## src/rtl/pwm_gen_array.sv

```systemverilog
// Multi-channel PWM generator with per-channel cycle, counter and period-aligned duty/phase shadows.
// Optional output-enable input OE is compiled in when PWM_GEN_ARRAY_OE_EN is defined.
module pwm_gen_array #(
  parameter int WIDTH          = 13,
  parameter int CHANNELS       = 4,
  parameter     PHASE_INVERTED = "TRUE"
) (
  input  logic                                            CLK,
  input  logic                                            RST,
`ifdef PWM_GEN_ARRAY_OE_EN
  input  logic                                            OE,
`endif
  input  logic                                            SYNC,
  input  logic                                            SET,
  input  logic [((CHANNELS > 1) ? $clog2(CHANNELS) : 1)-1:0] SET_CH,
  input  logic [WIDTH-1:0]                                CYCLE,
  input  logic [CHANNELS*WIDTH-1:0]                       DUTY,
  input  logic [CHANNELS*WIDTH-1:0]                       PHASE,
  output logic [CHANNELS-1:0]                             PWM_OUT
);

  localparam logic [WIDTH-1:0] ZERO_W = {WIDTH{1'b0}};
  localparam logic [WIDTH-1:0] ONE_W  = {{(WIDTH-1){1'b0}}, 1'b1};
  localparam logic [WIDTH-1:0] TWO_W  = {{(WIDTH-2){1'b0}}, 2'b10};
  localparam bit               INV    = (PHASE_INVERTED == "TRUE");

  logic oe_s;
`ifdef PWM_GEN_ARRAY_OE_EN
  assign oe_s = OE;
`else
  assign oe_s = 1'b1;
`endif

  // Level of one channel for counter value t; the subtraction keeps a sign bit so a
  // negative offset can be folded back into [0, C) by adding C once.
  function automatic logic pwm_level(input logic [WIDTH-1:0] t,
                                     input logic [WIDTH-1:0] d,
                                     input logic [WIDTH-1:0] p,
                                     input logic [WIDTH-1:0] c);
    logic [WIDTH-1:0] p_clamp;
    logic [WIDTH-1:0] start;
    logic [WIDTH:0]   diff;
    logic             lvl;
    p_clamp = (p > (c - ONE_W)) ? (c - ONE_W) : p;
    if (INV) begin
      start = (p_clamp == ZERO_W) ? ZERO_W : (c - p_clamp);
    end else begin
      start = p_clamp;
    end
    diff = {1'b0, t} - {1'b0, start};
    if (diff[WIDTH]) begin
      diff = diff + {1'b0, c};
    end else begin
      diff = diff;
    end
    if (c < TWO_W) begin
      lvl = 1'b0;
    end else begin
      lvl = (diff[WIDTH-1:0] < d);
    end
    return lvl;
  endfunction

  for (genvar g = 0; g < CHANNELS; g++) begin : g_ch
    logic             set_hit_s;
    logic [WIDTH-1:0] cyc_q, cyc_d;
    logic [WIDTH-1:0] cnt_q, cnt_d;
    logic [WIDTH-1:0] duty_q, phase_q;
    logic             pwm_q, pwm_d;

    assign set_hit_s  = SET && (int'(SET_CH) == g);
    assign PWM_OUT[g] = pwm_q;

    // Next cycle, counter and output level; SYNC/SET restart ahead of the wrap.
    always_comb begin
      cyc_d = set_hit_s ? CYCLE : cyc_q;
      if (SYNC || set_hit_s) begin
        cnt_d = ZERO_W;
      end else if (cyc_q < TWO_W) begin
        cnt_d = ZERO_W;
      end else if (cnt_q >= (cyc_q - ONE_W)) begin
        cnt_d = ZERO_W;
      end else begin
        cnt_d = cnt_q + ONE_W;
      end
      pwm_d = oe_s & pwm_level(cnt_q, duty_q, phase_q, cyc_q);
    end

    // Channel state; shadows reload only when the counter lands on zero.
    always_ff @(posedge CLK or posedge RST) begin
      if (RST) begin
        cyc_q   <= ZERO_W;
        cnt_q   <= ZERO_W;
        duty_q  <= ZERO_W;
        phase_q <= ZERO_W;
        pwm_q   <= 1'b0;
      end else begin
        cyc_q <= cyc_d;
        cnt_q <= cnt_d;
        pwm_q <= pwm_d;
        if (cnt_d == ZERO_W) begin
          duty_q  <= DUTY[g*WIDTH +: WIDTH];
          phase_q <= PHASE[g*WIDTH +: WIDTH];
        end else begin
          duty_q  <= duty_q;
          phase_q <= phase_q;
        end
      end
    end
  end

endmodule

```

## config.mk

```make
export PLATFORM = sky130hd
export DESIGN_NAME = pwm_gen_array
export DESIGN_NICKNAME = d
export VERILOG_FILES = /design/src/rtl/pwm_gen_array.sv
export SDC_FILE = /design/constraint.sdc
export NUM_CORES = 1
export LEC_CHECK = 0
export CORE_AREA = 2 2 278 198
export CTS_BUF_LIST = sky130_fd_sc_hd__clkbuf_2
export CTS_CLUSTER_SIZE = 28
export DETAILED_ROUTE_END_ITERATION = 6
export DIE_AREA = 0 0 280 200
export GPL_ROUTABILITY_DRIVEN = 0
export GPL_TIMING_DRIVEN = 0
export RECOVER_POWER = 25
export SYNTH_ARGS = -nofsm -noshare
export SYNTH_HDL_FRONTEND = slang
export SYNTH_SLANG_ARGS = --single-unit
```

## constraint.sdc

```tcl
create_clock -name CLK -period 11.4 [get_ports CLK]
set_clock_uncertainty 0.1 [all_clocks]
set_input_delay 1.14 -clock CLK [delete_from_list [all_inputs] [get_ports CLK]]
set_output_delay 1.14 -clock CLK [all_outputs]
set_load 0.02 [all_outputs]
```

==> qor_table.md <==
| Quantity | This run |
| --- | --- |
| Die Height | 200 um |
| Async set-reset flop share out of synthesis | 100% |
| Clock tree from TritonCTS | done |
| # clock sinks | 212 |
| Max Buffers Root-to-Sink | 3 |
| GRT overflow | 0 |
| Buffer type at the clock tree root | clkbuf_2 |
| Area leader, netlist | dfrtp_1 |
| Endpoint, Worst Hold | g_ch[3].duty_q[12]$_DFFE_PP0N_ |
| Power density normalized to cell area | 345 nW/um2 |
| Width of the die | 280 um |
| Count of H-tree levels built during CTS | 2 |
| Cells after synthesis | 2371 |
| Most used standard cell by instance count after synthesis | ha_1 |
| Hold WC Path Type | reg2reg |
| Remaining routing DRC violations | 2 |
| Standard-cell row count | 71 |
| Transition at the pin with the smallest max-transition slack | 6100 ps |
| Syn avg cell area | 8.93 um2 |
| Remaining antenna violation count after routing | 0 |
| Total die area | 56000 um2 |
| Period minus WS final | 10620 ps |
| Worst slew margin relative to its limit | -307% |
| Utilization after layout | 45.0% |
| FF-to-FF path depth | 41 |
| Number of unique standard cell types used by synthesis | 84 |
| Clock-pin transition on the worst setup and hold timing paths | 100 ps |
| Drt wl/cell | 18.3 um |
| CP Launch Type | register |
| Fin. max-slew vios | 215 |
| Worst hold slack across all endpoints | 410 ps |
| Num CTS Buffers | 59 |
| Synthesized netlist net count | 2801 |
| Floorplan core area | 53200 um2 |
| Worst setup path startpoint | g_ch[2].cyc_q[1]$_DFFE_PP0P_ |
| Delay-heaviest family, CP | compound AO/OA/AOI/OAI gates |
| Max Freq | 94.2 MHz |
| Library cell contributing the largest single delay on the critical path | or4b_2 |
| Clock Latency Late Sink | 1100 ps |
| Top cells by area, synth | dfrtp_1 (25%), ha_1 (17%), mux2_2 (7.7%), xnor2_1 (5.6%), xor2_1 (4.2%) |
| Global-route total usage across every layer | 21.6% |
| Arrival @ worst endpoint | 11500 ps |
| First-iteration detailed-routing DRC count | 1341 |
| Post-synth EDFFs | 0 |
| Endpoint required time on the critical path | 12280 ps |
| Global-route wire length before repair | 96.5 mm |
| CTS hold repair buffers | 0 |
| Post-CTS Repair Setup Buffers | 0 |
| Starting Density | 39.8% |
| Worst Path Buf+Inv | 5 |
| Status | finished, violations left |
| Leakage power | 11.0 nW |
| Count of input and output buffers | 126 |
| Nets | 2989 |
| Largest net degree at the start of global routing | 132 |
| Proportion of synthesized chip area in sequential cells | 25.1% |
| Delay of the slowest cell on the worst path | 660 ps |
| Ratio of cells with drive above 1 in the final layout | 11.6% |
| Relative area change from synthesis to final layout | 13.0% |
| Maximum fanout count along the critical path | 10 |
| Top FF cell, synth | dfrtp_1 |
| Number of vias in the routed layout | 18531 |
| Area fraction of the dominant cell type after synthesis | 25.1% |
| Setup repair after global routing missed its margin | false |
| Commonest cells in the synthesized netlist | ha_1 (295), dfrtp_1 (212), nor2_1 (208) |
| Most numerous cell on the critical path | ha_1 |
| DP Wirelength | 47.8 mm |
| Maximum Capacitance Violations | 2 |
| Peak supply drop | 0.000211 V |
| Number of instances in the placed design | 3191 |
| Final hold violations | 0 |
| Post-cts gate resize count | 0 |
| Synthesis Warnings | 0 |
| R2R setup slack | 780 ps |
| Hold depth | 1 |
| Vias per std cell | 5.61 |
| Number of global-route vias before repair | 18262 |
| Origin of the critical flop-to-flop path | g_ch[2].cyc_q[1]$_DFFE_PP0P_ |
| Capture instance of the worst register-to-register path | g_ch[2].pwm_q$_DFF_PP0_ |
| Synth Register Bits | 212 |
| Crit Path Category | reg2reg |
| Violations in the final reports | design-rule violations, max-capacitance violations, max-slew violations |
| Final TNS setup | 0 ps |
| Antenna violations before repair | 6 |
| Router iterations before antenna repair | 7 |
| Detailed Route WL | 60.5 mm |
| Endpoint class of the critical path | register |
| I/O pin count | 127 |
| Count of endpoints failing setup in the final report | 0 |
| Crit share post-route | 93.1% |
| Min-delay src | g_ch[3].duty_q[12]$_DFFE_PP0N_ |
| Final instance count without filler cells | 3301 |
| Total standard cell area after synthesis | 21200 um2 |
==> layer usage <==
| metal | track usage (%) | part of all wire, % |
|---|---|---|
| met1 | 31.3 | 49 |
| met2 | 31.4 | 41 |
| met3 | 4.73 | 7.7 |
| met4 | 7.78 | 2.9 |
| met5 | 0 | 0 |
==> flip-flops by register name, indices dropped and copies added (netlist names) <==
signal / flops
g_ch.phase_q: 52
g_ch.pwm_q: 4
g_ch.duty_q: 52
g_ch.cyc_q: 52
g_ch.cnt_q: 52
==> area by class of cell <==
class | count | area [um2]
inverters | 125 | 470
clock buffers | 78 | 390
multi-input cells | 1968 | 15100
well taps | 693 | 867
plain buffers | 66 | 312
diodes | 3 | 7.51
clock inverters | 29 | 220
flip-flops and latches | 212 | 5310
fillers | 5128 | 29300
repair buffers | 127 | 1270
==> how the worst max path moves through the flow <==
stage                              endpoint  slack (ps)  cells after the start
detailed placement  g_ch[2].pwm_q$_DFF_PP0_        1020                     41
global placement    g_ch[2].pwm_q$_DFF_PP0_        1180                     41
floorplan           g_ch[2].pwm_q$_DFF_PP0_        2780                     43
CTS                 g_ch[2].pwm_q$_DFF_PP0_         910                     41
finish              g_ch[2].pwm_q$_DFF_PP0_         780                     41
global route        g_ch[2].pwm_q$_DFF_PP0_         170                     43
==> cells in the final DEF, fill, tap and decap left out, types with 8 or more instances in the layout <==
| cell | instances |
|---|---|
| a211oi_1 | 11 |
| a21o_1 | 64 |
| a21oi_1 | 122 |
| a31o_2 | 9 |
| a31oi_1 | 24 |
| and2_1 | 10 |
| and3_1 | 20 |
| buf_2 | 9 |
| clkbuf_1 | 47 |
| clkbuf_2 | 78 |
| clkdlybuf4s50_1 | 124 |
| clkinv_1 | 19 |
| dfrtp_1 | 212 |
| fa_1 | 12 |
| ha_1 | 295 |
| inv_1 | 124 |
| mux2_2 | 144 |
| mux2_4 | 20 |
| mux2i_1 | 23 |
| nand2_1 | 178 |
| nand2b_1 | 20 |
| nand3_1 | 66 |
| nand4_1 | 39 |
| nor2_1 | 208 |
| nor2b_1 | 34 |
| nor3_1 | 66 |
| nor4_1 | 31 |
| o21a_1 | 25 |
| o21ai_0 | 109 |
| o21bai_1 | 10 |
| o31ai_1 | 11 |
| or2_2 | 8 |
| or3_1 | 27 |
| or4_1 | 10 |
| xnor2_1 | 135 |
| xor2_1 | 101 |
==> per-stage QoR <==
stage,cell area (um2),total power [mW],setup slack (ps)
after global routing,23900,9.22,172
after global placement,23300,7.30,1180
after CTS,23900,8.27,914
after detailed placement,23300,7.54,1020
after floorplan,21200,6.14,2780
final,23900,8.25,782
==> power by group <==
part	switching, mW	leakage [nW]	internal (mW)
clock network	0.371	0.434	0.282
logic	3.52	7.97	3.02
registers	0.196	2.59	0.865
==> logic make-up (layout without fill, tap and decap cells) <==
logic type / Yosys count / count (layout) / share of synthesized area [%]
simple gates: 753 / 753 / 17.4
flops: 212 / 212 / 25.1
xor+xnor: 240 / 240 / 10.2
other cells: 0 / 3 / 0
compound gates: 474 / 474 / 14.6
buf+inv: 191 / 425 / 3.69
fa+ha+maj: 312 / 312 / 18.8
mux: 189 / 189 / 10.3
(Power assumes the default switching activity.)
